--- src/rtl/spmv_result_collector_if.sv ---
// spmv_result_collector_if: result stream from the collector to its downstream consumer
interface spmv_result_collector_if #(
  parameter int ROW_W = 11
);
  logic             valid;
  logic             ready;
  logic [ROW_W-1:0] row;
  logic [63:0]      data1;
  logic [63:0]      data2;
  logic             last;
  modport master (output valid, row, data1, data2, last, input ready);
  modport slave  (input valid, row, data1, data2, last, output ready);
endinterface

--- src/rtl/spmv_result_collector.sv ---
// spmv_result_collector: gathers per-row SpMV results into a FIFO and streams them downstream
module spmv_result_collector #(
  parameter int NUM_ROWS = 1120,
  parameter int DEPTH    = 16,
  parameter int ROW_W    = 11
) (
  input  logic                     clk,
  input  logic                     rst,
  input  logic                     start,
  input  logic                     in_valid,
  input  logic                     in_zeros,
  input  logic [63:0]              in_data1,
  input  logic [63:0]              in_data2,
  spmv_result_collector_if.master  out,
  output logic [$clog2(DEPTH):0]   level,
  output logic                     busy,
  output logic                     done,
  output logic                     overflow
);
  localparam int PW = $clog2(DEPTH);
  localparam int EW = ROW_W + 128;
  typedef enum logic [1:0] {IDLE, COLLECT, DRAIN, DONE} state_t;
  state_t          state_q, state_d;
  logic [1:0]      sync_q;
  logic            rst_sync_n;
  logic [PW-1:0]   wr_ptr_q, wr_ptr_d, rd_ptr_q, rd_ptr_d;
  logic [PW:0]     level_q, level_d;
  logic [ROW_W-1:0] row_q, row_d;
  logic            ovf_q, ovf_d;
  logic [EW-1:0]   mem_q [DEPTH];
  logic [EW-1:0]   head;
  logic            begin_pass, attempt, pop, full, push, last_row;
  // Reset asserts immediately but releases only after two clock edges
  always_ff @(posedge clk or negedge rst)
    if (!rst) sync_q <= 2'b00;
    else      sync_q <= {sync_q[0], 1'b1};
  assign rst_sync_n = sync_q[1];
  // Next-state, pointer, occupancy and row-counter logic
  always_comb begin
    begin_pass = start && (state_q == IDLE || state_q == DONE);
    attempt    = state_q == COLLECT && (in_valid || in_zeros);
    pop        = out.valid && out.ready;
    full       = level_q == (PW+1)'(DEPTH);
    push       = attempt && (!full || pop);
    last_row   = row_q == ROW_W'(NUM_ROWS - 1);
    wr_ptr_d   = begin_pass ? '0 : wr_ptr_q + PW'(push);
    rd_ptr_d   = begin_pass ? '0 : rd_ptr_q + PW'(pop);
    level_d    = begin_pass ? '0 : level_q + (PW+1)'(push) - (PW+1)'(pop);
    row_d      = begin_pass ? '0 : row_q + ROW_W'(attempt);
    ovf_d      = begin_pass ? 1'b0 : ovf_q || (attempt && !push);
    state_d    = state_q;
    if (begin_pass) state_d = COLLECT;
    else if (attempt && last_row) state_d = DRAIN;
    else if (state_q == DRAIN && level_d == '0) state_d = DONE;
  end
  // Control state registers
  always_ff @(posedge clk or negedge rst_sync_n)
    if (!rst_sync_n) begin
      state_q  <= IDLE;
      wr_ptr_q <= '0;
      rd_ptr_q <= '0;
      level_q  <= '0;
      row_q    <= '0;
      ovf_q    <= 1'b0;
    end else begin
      state_q  <= state_d;
      wr_ptr_q <= wr_ptr_d;
      rd_ptr_q <= rd_ptr_d;
      level_q  <= level_d;
      row_q    <= row_d;
      ovf_q    <= ovf_d;
    end
  // Storage write; a zero row stores zero data, in_valid takes priority over in_zeros
  always_ff @(posedge clk)
    if (push) mem_q[wr_ptr_q] <= {row_q, in_valid ? in_data1 : 64'd0, in_valid ? in_data2 : 64'd0};
  assign head      = mem_q[rd_ptr_q];
  assign out.valid = level_q != '0;
  assign out.row   = out.valid ? head[EW-1 -: ROW_W] : '0;
  assign out.data1 = out.valid ? head[127:64] : '0;
  assign out.data2 = out.valid ? head[63:0] : '0;
  assign out.last  = out.valid && head[EW-1 -: ROW_W] == ROW_W'(NUM_ROWS - 1);
  assign level     = level_q;
  assign busy      = state_q == COLLECT || state_q == DRAIN;
  assign done      = state_q == DONE;
  assign overflow  = ovf_q;
endmodule
--- src/flat_wrapper.sv ---
// flat-port wrapper written by rule: the top's interface ports become plain ports
module spmv_result_collector_flat 
#(
  parameter int NUM_ROWS = 1120,
  parameter int DEPTH    = 16,
  parameter int ROW_W    = 11
)
  (clk, rst, start, in_valid, in_zeros, in_data1, in_data2, level, busy, done, overflow, out_valid, out_row, out_data1, out_data2, out_last, out_ready);
  spmv_result_collector_if #(.ROW_W(ROW_W)) out_i ();
  input  logic clk;
  input  logic rst;
  input  logic start;
  input  logic in_valid;
  input  logic in_zeros;
  input  logic [63:0] in_data1;
  input  logic [63:0] in_data2;
  output logic [$clog2(DEPTH):0] level;
  output logic busy;
  output logic done;
  output logic overflow;
  output wire logic [$bits(out_i.valid)-1:0] out_valid;
  output wire logic [$bits(out_i.row)-1:0] out_row;
  output wire logic [$bits(out_i.data1)-1:0] out_data1;
  output wire logic [$bits(out_i.data2)-1:0] out_data2;
  output wire logic [$bits(out_i.last)-1:0] out_last;
  input wire logic [$bits(out_i.ready)-1:0] out_ready;
  assign out_valid = out_i.valid;
  assign out_row = out_i.row;
  assign out_data1 = out_i.data1;
  assign out_data2 = out_i.data2;
  assign out_last = out_i.last;
  assign out_i.ready = out_ready;
  spmv_result_collector #(.NUM_ROWS(NUM_ROWS), .DEPTH(DEPTH), .ROW_W(ROW_W)) u_core (.clk(clk), .rst(rst), .start(start), .in_valid(in_valid), .in_zeros(in_zeros), .in_data1(in_data1), .in_data2(in_data2), .out(out_i), .level(level), .busy(busy), .done(done), .overflow(overflow));
endmodule
--- config.mk ---
export PLATFORM = sky130hd
export DESIGN_NAME = spmv_result_collector_flat
export DESIGN_NICKNAME = d
export VERILOG_FILES = /design/src/rtl/spmv_result_collector_if.sv /design/src/rtl/spmv_result_collector.sv /design/src/flat_wrapper.sv
export SDC_FILE = /design/constraint.sdc
export NUM_CORES = 2
export LEC_CHECK = 0
export BUFFER_PORTS_ARGS = -buffer_cell sky130_fd_sc_hd__buf_2
export CELL_PAD_IN_SITES_DETAIL_PLACEMENT = 0
export CELL_PAD_IN_SITES_GLOBAL_PLACEMENT = 1
export CORE_UTILIZATION = 30
export CTS_BUF_LIST = sky130_fd_sc_hd__clkbuf_8
export CTS_CLUSTER_SIZE = 24
export DETAILED_ROUTE_END_ITERATION = 10
export MAX_ROUTING_LAYER = met4
export PLACE_DENSITY = 0.59
export SYNTH_ARGS = -nofsm -noshare
export SYNTH_HDL_FRONTEND = slang
export SYNTH_SLANG_ARGS = --single-unit
--- constraint.sdc ---
create_clock -name clk -period 3.9 [get_ports clk]
set_clock_uncertainty 0.1 [all_clocks]
set_input_delay 0.585 -clock clk [delete_from_list [all_inputs] [get_ports clk]]
set_output_delay 0.585 -clock clk [all_outputs]
set_load 0.01 [all_outputs]
# [Yosys cells after proc, flatten, opt, wreduce, memory -nomap -nowiden]
# Memory sizes are Yosys's and may differ from the RTL's.
# Cells that the tools add are included.
[totals] regBits=29 ramBits=2224 wordCells=53 memories=1
[mem_list] memory="u_core.mem_q" depth=16 width=139 read_ports=1 rd_ports_with_merged_regs=0 write_ports=1 line="spmv_result_collector.sv:30" source="logic [EW-1:0] mem_q [DEPTH];"
[classes] n_addsub=5 n_eq_ne=6 muxes=15 n_reduce_logical=19
[op_table] op="$mux 64" n=4
[op_table] op="$eq 11x11->1 const B" n=2
[op_table] op="$mux 11" n=2
[op_table] op="$add 11x1->11" n=1
[op_table] op="$add 4x1->4" n=2
[op_table] op="$logic_and 1x1->1" n=8
[op_table] op="$mux 4" n=2
[op_table] op="$mux 2" n=3
[op_table] op="$add 5x1->5" n=1
[op_table] op="$eq 5x5->1 const B" n=1
[op_table] op="$logic_not 5->1" n=1
[op_table] op="$logic_or 1x1->1" n=5
[op_table] op="$mux 5" n=1
[op_table] op="$reduce_bool 5->1" n=1
[op_table] op="$sub 5x1->5" n=1
[op_table] op="$eq 2x2->1 const B" n=2
[op_table] op="$mux 1" n=3
[op_table] op="$reduce_bool 3->1" n=1
[op_table] op="$eq 2x1->1 const B" n=1
[op_table] op="$logic_not 1->1" n=2
[op_table] op="$logic_not 2->1" n=1

# [Logic depth before layout (Yosys ltp)]
[depth] ltp_word=12 depth_mapped=16 mapped_depth_nobuf=15

# [Worst setup path before layout]
# OpenSTA, ideal clock, no wires.
[synth_timing] path_type="register to register" from="register u_core.level_q[2], in the netlist u_core.level[2]" to="memory u_core.mem_q[0][0] (netlist bit), enable pin" setup_ns=0.807 arrival_time_ns=10.755 required_ns=2.993 setup_slack_ns=-7.762 path_stages_with_launch=7 n_path_buf=0 period_less_slack_ns=11.662 path_cell_list="dfrtp_1 > inv_1 > ha_1 > and4b_1 > nand2b_1 > or3_1 > nor3_1"
[synth_via] elab_chain_cells=6 elab_cells_between_ends=8
[synth_lines] item="start, declared" line="spmv_result_collector.sv:27" source="logic [PW:0] level_q, level_d;"
[synth_lines] item="start signal, assigned" line="spmv_result_collector.sv:69" source="level_q <= level_d;"
[synth_lines] item="$eq 5x5->1 or $reduce_bool 5->1 (tied branches)" line="spmv_result_collector.sv:43, spmv_result_collector.sv:77"
[synth_lines] item="$logic_not 1->1 or $logic_and 1x1->1 (tied branches)" line="spmv_result_collector.sv:44, spmv_result_collector.sv:42"
[synth_lines] item="$logic_or 1x1->1 (*)" line="spmv_result_collector.sv:44" source="push = attempt && (!full || pop);"
[synth_lines] item="$logic_and 1x1->1 (*)" line="spmv_result_collector.sv:44"
[synth_lines] item="$mux 1 (*) (2 in a row)" line="spmv_result_collector.sv:75" source="if (push) mem_q[wr_ptr_q] <= {row_q, in_valid ? in_data1 : 64'd0, in_valid ? in_data2 : 64'd0};"
[synth_lines] item="end, declared" line="spmv_result_collector.sv:30"
# Every way passes the cells marked *; elsewhere a longest branch is shown, timed or not.

# [Worst setup path in the final report]
[layout_timing] from="register u_core.rd_ptr_q[0]" to="output port out_last"
[layout_via] elab_chain_cells=3
[layout_lines] item="start, declared" line="spmv_result_collector.sv:26" source="logic [PW-1:0] wr_ptr_q, wr_ptr_d, rd_ptr_q, rd_ptr_d;"
[layout_lines] item="start signal, assigned" line="spmv_result_collector.sv:68" source="rd_ptr_q <= rd_ptr_d;"
[layout_lines] item="$mem_v2 16x139"
[layout_lines] item="$eq 11x11->1" line="spmv_result_collector.sv:81" source="assign out.last = out.valid && head[EW-1 -: ROW_W] == ROW_W'(NUM_ROWS - 1);"
[layout_lines] item="$logic_and 1x1->1" line="spmv_result_collector.sv:81"
[layout_lines] item="end, declared" line="flat_wrapper.sv:25" source="output wire logic [$bits(out_i.last)-1:0] out_last;"
# No other way between the ends.

==> out/results.env <==
NUMCTSBUFFERS=382
DIE_HEIGHT_UM=539
MAXSLEWVIOLCOUNT=0
WORSTSETUPENDPOINTTYPE='output pin'
REG2REG_DEPTH=12
DPL.CELL_COUNT=7615
SYNTH.TOP_CELL.AREA_SHARE_PCT=77.2
CP_COMMON_CELL='sky130_fd_sc_hd__buf_16'
REPORT.POWER.TOTAL_mW=82.5
TIMING.HOLD.WORST.START='in_data1[30]'
SYNTH-ADDER-AREA-SHARE_PCT=0.226
TOTAL_GLOBAL_ROUTING_OVERFLOW=0
MOST_NUMEROUS_CELL_IN_THE_YOSYS_NETLIST='sky130_fd_sc_hd__edfxtp_1'
PORT_BUFFERS=282
CRIT_REQUIRED_NS=3.21
SYNTH.AREA.TOP_CELLS='sky130_fd_sc_hd__edfxtp_1 (77%), sky130_fd_sc_hd__mux4_2 (18%), sky130_fd_sc_hd__and2_1 (1.9%), sky130_fd_sc_hd__dfrtp_1 (0.84%), sky130_fd_sc_hd__clkbuf_1 (0.43%)'
CTS-ROOT-TO-SINK-BUFFERS=4
WORST_HOLD_PATH_TYPE='in2reg'
TIMING.CRITICAL_PATH.FANOUT_MAX=6
GRT_SETUP_UNREPAIRED='yes'
WORSTPATHCELLLIST='buf_12, buf_16, buf_16, mux4_2, a22o_1, nor2_4, nor4_4, nand2_2, nor4b_4, buf_4, buf_6'
SYNTHESIS.AREA_PER_INSTANCE_SQ_UM=24.2
POWER-PER-CELL-AREA_nW_PER_UM2=772
COMBINATIONAL_FAMILY_WITH_THE_MOST_AREA_AFTER_SYNTHESIS='multiplexers'
COMMONEST_REGISTER_CELL_AFTER_SYNTHESIS='sky130_fd_sc_hd__edfxtp_1'
FINISH.NET_COUNT=4625
MAXCAPVIOLATIONS=0
SYN-INSTANCE-COUNT=3581
YOSYSTOPAREACELL='sky130_fd_sc_hd__edfxtp_1'
SYNTH_COMPOUND_GATE_AREA_SHARE_PCT=0.306
SETUP.WORST_PATH.START_CLASS='flop'
CTS_TREE='yes'
AVGROUTEDWIREPERCELL_UM=27.4
CLOCK_TREE.HTREE_LEVEL_COUNT=5
POST_SYNTHESIS_SEQUENTIAL_AREA_RATIO_PCT=78.0
R2R_END='u_core.mem_q[1][6]$_DFFE_PP_'
WORST_HOLD_PATH_CELL_COUNT=2
GRT_PASS1_WL_UM=331000
CORE.ROWCOUNT=196
SYNTH_SIMPLE_GATE_AREA_SHARE_PCT=2.49
AREA_GROWTH_SYN_TO_LAYOUT_PCT=23.5
LAYOUT_SETUP_WS_NS=-0.518
VIASPERCELL=4.88
CTS_ROOT_BUFFER_TYPE='sky130_fd_sc_hd__clkbuf_8'
LAYOUTNONFILLERINSTCOUNT=8550
WORST_SKEW_PAIR.LATE_LATENCY_NS=1.02
MULTIPLEXER_AREA_FRACTION_AFTER_SYNTHESIS_PCT=17.8
CTS.SINK_COUNT=2253
DRIVE_GT1_SHARE_PCT=40.2
TIGHTESTPINTRANSITION_NS=1.08
CELLLEAKAGEPOWER_nW=35.0
HOLD_VIOL=0
NUMBER_OF_ANTENNA_VIOLATIONS_AT_THE_FIRST_CHECK_IN_GLOBAL_ROUTING=20
SLEW_HEADROOM_PCT=27.7
FINAL-SETUP-VIOL-COUNT=134
FLOORPLAN.IO_PINS=283
GRT_MAX_DEGREE=90
POST_SYNTH_INSTANCE_AREA_SQ_UM=86600
DIEWIDTH_UM=539
SYNTH_WARNINGS=0
SYNTHXORXNORAREAFRAC_PCT=0.121
AREA_OF_THE_DIE_SQ_UM=291000
ROUTED_VIAS=41700
DR.PASS1.ITERS=7
INITIAL_UTILIZATION_PCT=30.3
SYNTHDISTINCTLIBCELLS=40
R2R_SETUP_SLACK_NS=0.55
POSTROUTEWIRELENGTH_UM=234000
PEAKVDDDROP_mV=0.399
CP_SLOWEST_CELL='sky130_fd_sc_hd__dfrtp_4'
WORSTHOLDENDPOINT='u_core.mem_q[0][94]$_DFFE_PP_'
PLACE.GP.CONGESTION=0.718
POSTSYNTH.ASYNCRESETSHARE_PCT=1.29
SYNTH-SEQ-CELLS=2253
ANTENNA_LEFT=0
CLKSLEWWORSTSETUPHOLDPATHS_NS=0.06
POST-PLACE-WS_NS=-0.154
NUMBER_OF_GLOBAL_ROUTE_VIAS_BEFORE_REPAIR=44100
SYN-NUM-NETS=3730
PLACE_HPWL_UM=117000
SYNTHTOPCELLSBYCOUNT='sky130_fd_sc_hd__edfxtp_1 (2,224), sky130_fd_sc_hd__mux4_2 (684), sky130_fd_sc_hd__and2_1 (266), sky130_fd_sc_hd__clkbuf_1 (100), sky130_fd_sc_hd__buf_2 (64)'
TIMING.CRITICAL_PATH.ARRIVAL_NS=3.73
GRT.TOTAL_USAGE_PCT=16.4
CRITICAL_PATH_CLASS='reg2out'
FINAL.PERIOD_UTILIZATION_PCT=113
FLOORPLAN.CORE_AREA_SQ_UM=286000
DRCVIOLATIONCOUNT=0
FMAXACHIEVABLE_MHz=226
WORST_PATH_LARGEST_CELL_DELAY_NS=0.51
SYNTH_EDF_COUNT=2224
DETAILEDROUTE.FIRSTITERATIONVIOLATIONS=3271
TIMING.RR.START='u_core.state_q[1]$_DFFE_PN0P_'
VIOLATIONS_IN_THE_FINAL_REPORTS='negative setup slack'
LAYOUT_MIN_CYCLE_TIME_NS=4.42
RUN_STATUS='finished with violations'
## routing by layer
metal	vias to the layer above	track usage, %	part of all wire, %
met2	1340	26.1	49
met4	0	3.88	1.8
met1	22900	21.8	44
met3	328	2.88	5.6
li1	17200	-	-
met5	-	-	0
## sequential cells by signal (all words and copies together) (netlist names)
| name | count |
|---|---|
| u_core.overflow | 1 |
| u_core.level | 5 |
| u_core.rd_ptr_q | 4 |
| u_core.mem_q | 2224 |
| u_core.state_q | 2 |
| u_core.wr_ptr_q | 4 |
| u_core.row_q | 11 |
| u_core.sync_q | 2 |
## where the power goes
group          internal (mW)  total (mW)  switching [mW]  leakage (nW)
combinational           17.1        32.1            15.0          10.1
sequential              29.9        30.7           0.828          20.8
clock                   9.92        19.7            9.78          4.08
total                   56.9        82.5            25.6          35.0
## layout by cell type (no fill, tap or decap), types with 74 or more instances in the layout
cell type	n
sky130_fd_sc_hd__and2_1	159
sky130_fd_sc_hd__clkinv_1	93
sky130_fd_sc_hd__dlygate4sd3_1	81
sky130_fd_sc_hd__buf_6	142
sky130_fd_sc_hd__buf_4	92
sky130_fd_sc_hd__clkbuf_8	390
sky130_fd_sc_hd__edfxtp_1	2224
sky130_fd_sc_hd__mux4_2	684
sky130_fd_sc_hd__buf_12	118
sky130_fd_sc_hd__and2_4	106
sky130_fd_sc_hd__inv_1	150
sky130_fd_sc_hd__buf_16	74
sky130_fd_sc_hd__buf_2	173
## worst max path at each step
stage	startpoint	endpoint	slack (ns)	cells past startpoint
2_1_floorplan	u_core.level[3]$_DFF_PN0_	u_core.mem_q[14][0]$_DFFE_PP_	-1.45	7
3_3_place_gp	u_core.rd_ptr_q[0]$_DFF_PN0_	out_last	-0.20	8
3_5_place_dp	u_core.rd_ptr_q[0]$_DFF_PN0_	out_last	-0.15	8
4_1_cts	u_core.rd_ptr_q[0]$_DFF_PN0_	out_last	-0.69	10
5_1_grt	u_core.rd_ptr_q[0]$_DFF_PN0_	out_last	-0.67	11
6_report	u_core.rd_ptr_q[0]$_DFF_PN0_	out_last	-0.52	11
## timing repair
| action | in CTS | in global routing |
|---|---|---|
| setup endpoints to repair | 140 | 138 |
| gates resized for setup | 412 | 105 |
| buffers inserted | 85 | 40 |
| hold buffers | 81 | 0 |
| gates cloned | 60 | 4 |
| pin swaps | 15 | 8 |
| hold endpoints to repair | 1076 | 0 |
## cells by family after synthesis
| kind of cell | after synthesis |
|---|---|
| DFF | 2253 |
| muxes | 687 |
| and+or+nand+nor | 367 |
| buffers and inverters | 205 |
| AOI/OAI and AO/OA | 41 |
| adders and majority gates | 15 |
| xor gates and xnor gates | 12 |
| other | 1 |
## metrics by stage
stage          setup TNS [ns]  util [%]  instance area (sq um)  hold WS (ns)
2_1_floorplan        -2011.04         -                  86700         0.189
3_3_place_gp           -0.198      33.1                  94600         0.173
3_5_place_dp           -0.154      33.1                  94600         0.176
4_1_cts                -64.76      37.3                 107000      0.000951
5_1_grt                -64.63      37.4                 107000        0.0689
6_report               -47.18      37.4                 107000         0.124
## worst max-delay path: cells and delay by family, from the launching register on
| kind | cells | cell delay [ns] |
|---|---|---|
| AND/OR/NAND/NOR | 4 | 0.92 |
| buffers and inverters | 5 | 0.75 |
| flip-flops | 1 | 0.51 |
| multiplexers | 1 | 0.34 |
| AO/OA/AOI/OAI | 1 | 0.20 |
## final cells by class
cell class,instances,area (sq um)
Antenna cell,7,17.5
Clock inverter,299,1660
Sequential cell,2253,67500
Inverter,14,57.6
Timing Repair Buffer,702,8770
Tap cell,3762,4710
Multi-Input combinational cell,1123,18800
Fill cell,25900,179000
Clock buffer,390,5370
Power figures use the tool's default switching activity.
